**config.mk**
```make
export PLATFORM = sky130hd
export DESIGN_NAME = float_packer_flat
export DESIGN_NICKNAME = d
export VERILOG_FILES = /design/src/rtl/float_packer_if.sv /design/src/rtl/float_packer.sv /design/src/flat_wrapper.sv
export SDC_FILE = /design/constraint.sdc
export NUM_CORES = 1
export LEC_CHECK = 0
export ABC_AREA = 1
export ABC_CLOCK_PERIOD_IN_PS = 2800
export CORE_MARGIN = 5
export CORE_UTILIZATION = 48
export CTS_BUF_LIST = sky130_fd_sc_hd__clkbuf_2 sky130_fd_sc_hd__clkbuf_4 sky130_fd_sc_hd__clkbuf_8
export CTS_CLUSTER_SIZE = 14
export DETAILED_ROUTE_END_ITERATION = 7
export PLACE_DENSITY = 0.78
export RECOVER_POWER = 25
export SETUP_SLACK_MARGIN = 0.2
export SLEW_MARGIN = 25
export SYNTH_ARGS = -nofsm -noshare
export SYNTH_HDL_FRONTEND = slang
export SYNTH_SLANG_ARGS = --single-unit
```
**constraint.sdc**
```tcl
create_clock -name clk -period 2.8 [get_ports clk]
set_clock_uncertainty 0.05 [all_clocks]
set_input_delay 0.42 -clock clk [delete_from_list [all_inputs] [get_ports clk]]
set_output_delay 0.42 -clock clk [all_outputs]
set_load 0.005 [all_outputs]
```
**src/rtl/float_packer_if.sv**
```systemverilog
// rtl/float_packer_if.sv - input/output handshake bundle for the Q1.31 to IEEE-754 packer
interface float_packer_if;
    logic        in_valid;
    logic        in_ready;
    logic        in_sign;
    logic [31:0] in_data;
    logic        out_valid;
    logic        out_ready;
    logic [31:0] out_data;

    // Block side: consumes the fixed-point operand, produces the float
    modport slave (
        input  in_valid,
        input  in_sign,
        input  in_data,
        input  out_ready,
        output in_ready,
        output out_valid,
        output out_data
    );

    // Producer/consumer side facing the block
    modport master (
        output in_valid,
        output in_sign,
        output in_data,
        output out_ready,
        input  in_ready,
        input  out_valid,
        input  out_data
    );
endinterface

```
**src/rtl/float_packer.sv**
```systemverilog
// rtl/float_packer.sv - signed-magnitude Q1.31 to IEEE-754 single precision converter
module float_packer #(
    parameter bit FAST_SHIFT    = 1'b1,
    parameter bit ROUND_NEAREST = 1'b0
) (
    input  logic           clk,
    input  logic           rst,
    float_packer_if.slave  bus
);
    typedef enum logic [1:0] {
        IDLE = 2'd0,
        NORM = 2'd1,
        DONE = 2'd2
    } state_t;

    state_t      state;
    state_t      state_n;
    logic [31:0] work;
    logic [31:0] work_n;
    logic [5:0]  lz;
    logic [5:0]  lz_n;
    logic        sign_r;
    logic        sign_n;
    logic [31:0] out_data_r;
    logic [31:0] out_data_n;

    logic [7:0]  exp_raw;
    logic        round_up;
    logic [30:0] body;

    // Pack the normalised word: lz never exceeds 31, so 8 bits of exponent
    // cannot wrap; a mantissa carry ripples into the exponent naturally.
    always_comb begin
        exp_raw  = 8'd127 - {2'b00, lz};
        round_up = ROUND_NEAREST && work[7] && ((|work[6:0]) || work[8]);
        body     = {exp_raw, work[30:8]} + {30'd0, round_up};
    end

    // Next-state and datapath update: load in IDLE, shift/pack in NORM, hold in DONE
    always_comb begin
        state_n    = state;
        work_n     = work;
        lz_n       = lz;
        sign_n     = sign_r;
        out_data_n = out_data_r;
        case (state)
            IDLE: begin
                if (bus.in_valid) begin
                    work_n  = bus.in_data;
                    sign_n  = bus.in_sign;
                    lz_n    = 6'd0;
                    state_n = NORM;
                end
            end
            NORM: begin
                if (work == 32'd0) begin
                    out_data_n = 32'h0000_0000;
                    state_n    = DONE;
                end else if (work[31]) begin
                    out_data_n = {sign_r, body};
                    state_n    = DONE;
                end else if (FAST_SHIFT && (work[31:28] == 4'h0)) begin
                    work_n = work << 4;
                    lz_n   = lz + 6'd4;
                end else begin
                    work_n = work << 1;
                    lz_n   = lz + 6'd1;
                end
            end
            DONE: begin
                if (bus.out_ready) begin
                    state_n = IDLE;
                end
            end
            default: begin
                state_n = IDLE;
            end
        endcase
    end

    // State and datapath registers, cleared asynchronously
    always_ff @(posedge clk or posedge rst) begin
        if (rst) begin
            state      <= IDLE;
            work       <= 32'd0;
            lz         <= 6'd0;
            sign_r     <= 1'b0;
            out_data_r <= 32'd0;
        end else begin
            state      <= state_n;
            work       <= work_n;
            lz         <= lz_n;
            sign_r     <= sign_n;
            out_data_r <= out_data_n;
        end
    end

    assign bus.in_ready  = (state == IDLE);
    assign bus.out_valid = (state == DONE);
    assign bus.out_data  = out_data_r;
endmodule

```
**src/flat_wrapper.sv**
```systemverilog
// flat-port wrapper written by rule: the top's interface ports become plain ports
module float_packer_flat 
#(
    parameter bit FAST_SHIFT    = 1'b1,
    parameter bit ROUND_NEAREST = 1'b0
)
  (clk, rst, bus_in_valid, bus_in_sign, bus_in_data, bus_out_ready, bus_in_ready, bus_out_valid, bus_out_data);
  float_packer_if bus_i ();
  input  logic clk;
  input  logic rst;
  input wire logic [$bits(bus_i.in_valid)-1:0] bus_in_valid;
  input wire logic [$bits(bus_i.in_sign)-1:0] bus_in_sign;
  input wire logic [$bits(bus_i.in_data)-1:0] bus_in_data;
  input wire logic [$bits(bus_i.out_ready)-1:0] bus_out_ready;
  output wire logic [$bits(bus_i.in_ready)-1:0] bus_in_ready;
  output wire logic [$bits(bus_i.out_valid)-1:0] bus_out_valid;
  output wire logic [$bits(bus_i.out_data)-1:0] bus_out_data;
  assign bus_i.in_valid = bus_in_valid;
  assign bus_i.in_sign = bus_in_sign;
  assign bus_i.in_data = bus_in_data;
  assign bus_i.out_ready = bus_out_ready;
  assign bus_in_ready = bus_i.in_ready;
  assign bus_out_valid = bus_i.out_valid;
  assign bus_out_data = bus_i.out_data;
  float_packer #(.FAST_SHIFT(FAST_SHIFT), .ROUND_NEAREST(ROUND_NEAREST)) u_core (.clk(clk), .rst(rst), .bus(bus_i));
endmodule
```
==> results.sh, run 1 <==
export IMPL_status="complete, no violations"
export IMPL_arrival_ns=2.39
export IMPL_dp_cells=648
export IMPL_chipWidth_um=97.89
export IMPL_required_ns=2.98
export IMPL_finalCriticalPeriod_ns=2.206
export IMPL_drt_wirelength_per_cell_um=14.37
export IMPL_die_area_um2=9581
export IMPL_diodes=0
export IMPL_synth_nets=535
export IMPL_async_flop_share_pct=100.0
export IMPL_clkLatencyLatePin_ns=0.34
export IMPL_maxCapViolations=0
export IMPL_hold_viol=0
export IMPL_drt_iter0_markers=268
export IMPL_syn_inst=496
export IMPL_core_um2=7607
export IMPL_area_growth_pct=27.10
export IMPL_crit_path_start_kind="flop"
export IMPL_ioPinCount=71
export IMPL_hpwl_um=6590
export IMPL_slew_headroom_pct=49.75
export IMPL_min_path_type="reg2reg"
export IMPL_dr_total_vias=3546
export IMPL_final_cell_count_no_fill=664
export IMPL_cts_setup_buffers=0
export IMPL_port_buffers=69
export IMPL_p_leak_nw=2.280
export IMPL_ys_seq_elements=72
export IMPL_cts_htree_levels=3
export IMPL_synth_area_leaders="dfrtp_1, nand2_1, nand3_1"
export IMPL_drv_slew=0
export IMPL_rows=32
export IMPL_grt_max_degree=45
export IMPL_power_frac_seq_pct=36.8
export IMPL_syn_cell_area_um2=3707
export IMPL_cts_tree="yes"
export IMPL_cts_clk_slew_worst_paths_ns=0.08
export IMPL_crit_fanout=36
export IMPL_gr_usage_all_layers_pct=20.22
export IMPL_fin_crit_sh_pct=78.80
export IMPL_clock_path_buffers=2
export IMPL_power_total_w=0.005211
export IMPL_setup_viol=0
export IMPL_swShare_pct=41.80
export IMPL_p_sw_w=0.002178
export IMPL_cts_sinks=72
export IMPL_yosysTopAreaCell="dfrtp_1"
export IMPL_synth_common_cells="nand2_1, dfrtp_1, nand3_1"
export IMPL_cts_hold_buf=0
export IMPL_die_y_um=97.89
export IMPL_ys_warn_count=0
export IMPL_root_buffer="clkbuf_8"
export IMPL_grt_pass1_vias=3410
export IMPL_worst_slew_pin_slew_ns=0.7529
export IMPL_nFillCells=681
export IMPL_grt_pass1_wl_um=16030
export IMPL_ys_flop_type="dfrtp_1"
export IMPL_synth_top_area_share_pct=48.60
export IMPL_p_int_w=0.003033
export IMPL_vdd_drop_max_v=0.0003964
export IMPL_dpl_cell_area_um2=4486
export IMPL_synthDistinctLibCells=29
export IMPL_drt_total_wl_um=9543
export IMPL_p_per_area_nw_per_um2=1106
export IMPL_drive_above_1_share_pct=6.050
export IMPL_cts_made_buffers=9
export IMPL_firstDrtPassIters=5
export IMPL_antenna_found_initial=0
export IMPL_gp_congestion=0.9553
export IMPL_via_per_inst=5.340
export IMPL_pwr_share_clk_pct=18.1
export IMPL_avgSynthCellArea_um2=7.474
export IMPL_drtAntennaViolNets=0
export IMPL_yosysSeqAreaShare_pct=48.60
export IMPL_drcViolationCount=0
export IMPL_fmax_ghz=0.4532
export IMPL_finalNetCount=596
export IMPL_stdcell_area_um2=4712
export IMPL_grt_ovfl_total=0
export IMPL_setup_tns_ns=0
export IMPL_fin_util_pct=61.94
export IMPL_synth_edf_count=0
export IMPL_cts_resized=0
export IMPL_grt_setup_unrepaired="false"
export IMPL_pwr_share_comb_pct=45.1
export IMPL_start_util_pct=48.73
export IMPL_path_class="reg2reg"
export IMPL_synth_most_common_cell="nand2_1"
export IMPL_cp_end_kind="flop"
sequential cells by signal, summed over array words and instances (netlist names):
register	cells
u_core.work	32
u_core.state	2
u_core.lz	6
u_core.bus.out_data	31
u_core.sign_r	1
cell type report:
cell class,instances,area (um^2),share of cell area (%)
Clock buffer,12,152.6,3.240
Clock inverter,4,77.57,1.646
Inverter,18,67.56,1.434
Multi-Input combinational cell,376,1703,36.14
Sequential cell,72,1802,38.24
Tap cell,102,127.6,2.708
Timing Repair Buffer,80,782.0,16.60
worst max-delay path: stages, from the launching register on:
cell and delay (ns):
dfrtp_1 0.46, nor2_4 0.18, nand2_4 0.21, nor2_1 0.16
nand2_1 0.11, o21ai_4 0.35, nand2_4 0.33, nand2_1 0.17
nand2_1 0.06
routing by layer:
metal | vias to the layer above | wire length [um] | GRT usage [%]
met5 | - | 0 | 0
met4 | 0 | 162 | 7.881
met3 | 13 | 549 | 2.857
met2 | 135 | 4487 | 32.62
met1 | 1662 | 4344 | 27.61
li1 | 1736 | - | -
per-stage QoR:
step	setup slack [ns]	hold WS, ns
floorplan	0.5051	0.3992
global placement	0.7571	0.4227
detailed placement	0.6714	0.4347
CTS	0.6438	0.3458
global route	0.4020	0.4722
finish	0.5936	0.4459
cell usage in the layout, fill, tap and decap left out, types with 2 or more instances in the layout:
cell type	Yosys	final
a22o_1	4	4
clkbuf_4	0	2
nand2_4	2	2
inv_1	17	17
nor2_2	2	2
bufinv_16	0	2
o21ai_0	66	66
clkinv_4	0	2
clkbuf_8	0	10
o21a_1	2	2
nand2_1	163	163
clkdlybuf4s50_1	0	68
dfrtp_1	72	72
o21ai_1	3	3
buf_4	2	9
ha_1	2	2
xor2_1	2	2
nand3_1	68	68
nor2_1	52	52
final timing paths:
path | start | to | slack [ns] | cells after the start
worst max-delay path | u_core.work[31] | u_core.work[19] | 0.59 | 8
worst min register to register | u_core.lz[5] | u_core.bus.out_data[28] | 0.45 | 1
worst min-delay path | u_core.lz[5] | u_core.bus.out_data[28] | 0.45 | 1
min in group asynchronous | rst | u_core.bus.out_data[28] | 0.60 | 2
max in group asynchronous | rst | u_core.bus.out_data[19] | 1.19 | 3
worst max register to register | u_core.work[31] | u_core.work[19] | 0.59 | 8
power by group through the flow:
stage               clock network [W]  logic (W)  registers, W
floorplan                           0    0.00154       0.00183
global placement                    0    0.00228       0.00191
detailed placement                  0    0.00234       0.00193
CTS                          0.000950    0.00236       0.00191
global route                  0.00100    0.00269       0.00198
finish                       0.000941    0.00235       0.00192
logic make-up (layout without fill, tap and decap cells):
group                      after synthesis  in the layout  share of synthesized area, %
xor gates and xnor gates                 3              3                        0.7089
DFF                                     72             72                         48.60
buffers and inverters                   48            114                         5.467
AOI/OAI and AO/OA                       78             78                         11.54
adders and majority gates                2              2                        0.6749
other                                    1              1                        0.1012
and+or+nand+nor                        292            292                         32.91
No activity file was read; power rests on OpenSTA's default activity.
==> inputs of run 2 (changes only) <==
--- a/config.mk
+++ b/config.mk
@@ -6,7 +6,7 @@
 export NUM_CORES = 1
 export LEC_CHECK = 0
 export ABC_AREA = 1
-export ABC_CLOCK_PERIOD_IN_PS = 2800
+export ABC_CLOCK_PERIOD_IN_PS = 2100
 export CORE_MARGIN = 5
 export CORE_UTILIZATION = 48
 export CTS_BUF_LIST = sky130_fd_sc_hd__clkbuf_2 sky130_fd_sc_hd__clkbuf_4 sky130_fd_sc_hd__clkbuf_8
==> constraint.sdc (replaced) <==
create_clock -name clk -period 2.1 [get_ports clk]
set_clock_uncertainty 0.05 [all_clocks]
set_input_delay 0.315 -clock clk [delete_from_list [all_inputs] [get_ports clk]]
set_output_delay 0.315 -clock clk [all_outputs]
set_load 0.005 [all_outputs]
==> results.sh, run 2 (synthesis results as in run 1) <==
export IMPL_required_ns=2.33
export IMPL_cts_hold_buf=0
export IMPL_p_per_area_nw_per_um2=1467
export IMPL_rrSetupSlack_ns=0.30
export IMPL_grt_max_degree=37
export IMPL_slowest_stage="dfrtp_2"
export IMPL_hold_path_startpoint="u_core.bus.out_data[7]"
export IMPL_cts_made_buffers=9
export IMPL_fmax_ghz=0.5568
export IMPL_finalCriticalPeriod_ns=1.796
export IMPL_ioPinCount=71
export IMPL_power_total_w=0.007055
export IMPL_drcViolationCount=0
export IMPL_start_util_pct=48.73
export IMPL_chipWidth_um=97.89
export IMPL_antenna_found_initial=0
export IMPL_crit_fanout=20
export IMPL_drtAntennaViolNets=0
export IMPL_gr_usage_all_layers_pct=20.95
export IMPL_crit_top_cell="nand2_1"
export IMPL_diodes=0
export IMPL_largest_register_ffs=32
export IMPL_largest_register="u_core.work"
export IMPL_gp_congestion=0.9458
export IMPL_place_ws_ns=0.2374
export IMPL_fin_crit_sh_pct=85.52
export IMPL_final_common_cell="nand2_1"
export IMPL_min_path_type="reg2reg"
export IMPL_slew_headroom_pct=49.35
export IMPL_cts_htree_levels=3
export IMPL_arrival_ns=2.03
export IMPL_crit_path_start_kind="flop"
export IMPL_clock_path_buffers=2
export IMPL_vdd_drop_max_v=0.0005817
export IMPL_finalNetCount=608
export IMPL_min_to="u_core.bus.out_data[7]"
export IMPL_area_growth_pct=29.70
export IMPL_r2r_start="u_core.work[31]"
export IMPL_drt_total_wl_um=9793
export IMPL_timing_rr_end="u_core.work[23]"
export IMPL_drt_iter0_markers=336
export IMPL_grt_setup_unrepaired="true"
export IMPL_hpwl_um=6843
export IMPL_hold_viol=0
export IMPL_die_y_um=97.89
export IMPL_path_cells="nor2_4 > nand2_4 > nor2_1 > nand2_1 > o21ai_4 > buf_4 > buf_6 > nand3_1 > nand2_1"
export IMPL_cp_end_kind="flop"
export IMPL_root_buffer="clkbuf_8"
export IMPL_setup_viol=0
export IMPL_cts_clk_slew_worst_paths_ns=0.07
export IMPL_reg2regPathDepth=9
export IMPL_dr_total_vias=3669
export IMPL_grt_ovfl_total=0
export IMPL_rows=32
export IMPL_via_per_inst=5.428
export IMPL_whs_path_depth=2
export IMPL_grt_pass1_wl_um=16390
export IMPL_drive_above_1_share_pct=8.711
export IMPL_cts_tree="yes"
export IMPL_worst_slew_pin_slew_ns=0.7556
export IMPL_setup_tns_ns=0
export IMPL_drv_slew=0
export IMPL_clkLatencyLatePin_ns=0.35
export IMPL_cts_sinks=72
export IMPL_layout_common_cells="nand2_1, dfrtp_1, nand3_1, clkdlybuf4s50_1, o21ai_0"
export IMPL_maxCapViolations=0
export IMPL_worst_slack_ns=0.3041
export IMPL_status="complete, no violations"
export IMPL_die_area_um2=9581
export IMPL_grt_pass1_vias=3447
export IMPL_path_class="reg2reg"
export IMPL_core_um2=7607
export IMPL_firstDrtPassIters=5
export IMPL_drt_wirelength_per_cell_um=14.49
export IMPL_port_buffers=69
export IMPL_p_leak_nw=2.326
export IMPL_cpPeakStageDelay_ns=0.45
[run 2: how the worst max path moves through the flow]
| stage | start | endpoint | slack (ns) | cells after the start |
|---|---|---|---|---|
| 2_1_floorplan | u_core.work[31] | u_core.work[21] | 0.50 | 9 |
| 3_3_place_gp | u_core.work[31] | u_core.work[6] | 0.32 | 8 |
| 3_5_place_dp | u_core.work[29] | u_core.work[0] | 0.24 | 7 |
| 4_1_cts | u_core.work[29] | u_core.work[20] | 0.23 | 8 |
| 5_1_grt | rst | u_core.work[20] | 0.16 | 3 |
| 6_report | u_core.work[31] | u_core.work[23] | 0.30 | 9 |
[run 2: area by class of cell]
type,count,area [um^2]
fill,666,2799
inverter,18,68.82
sequential,72,1803
timing repair buffer,91,862.1
multi-input combinational,377,1730
tap,102,127.6
clock inverter,4,51.30
clock buffer,12,165.2
[run 2: metrics by stage]
step	area, um^2	utilization [%]	hold slack (ns)	instances
after floorplan	3711	-	0.3746	496
after detailed placement	4554	59.87	0.4379	655
final	4808	63.21	0.4521	676
after CTS	4771	62.71	0.2857	671
after global placement	4554	59.87	0.4248	655
after global routing	4808	63.21	0.4756	676
[run 2: where the power goes]
part	internal (W)	switching [W]	total, W
Sequential	0.00198	0.000576	0.00256
Clock	0.000646	0.000513	0.00116
Combinational	0.00146	0.00188	0.00333
Total	0.00409	0.00297	0.00705
[run 2: per-layer routing]
layer,global-route usage [%],up-vias,share of wire [%]
met3,4.000,20,7.5
met4,8.520,0,1.7
met1,29.50,1721,44
met2,31.88,168,47
li1,-,1760,-
met5,0,-,0
[run 2: worst max-delay path: cells and delay by family, from the launching register on]
family	cells	cell delay, ns
buffers and inverters	2	0.35
AND/OR/NAND/NOR	6	0.71
flip-flops	1	0.45
AO/OA/AOI/OAI	1	0.18
[run 2: repair_timing]
action	4_1_cts	5_1_grt
resized for setup	0	7
endpoints found under the setup margin	0	39
setup buffers	0	4
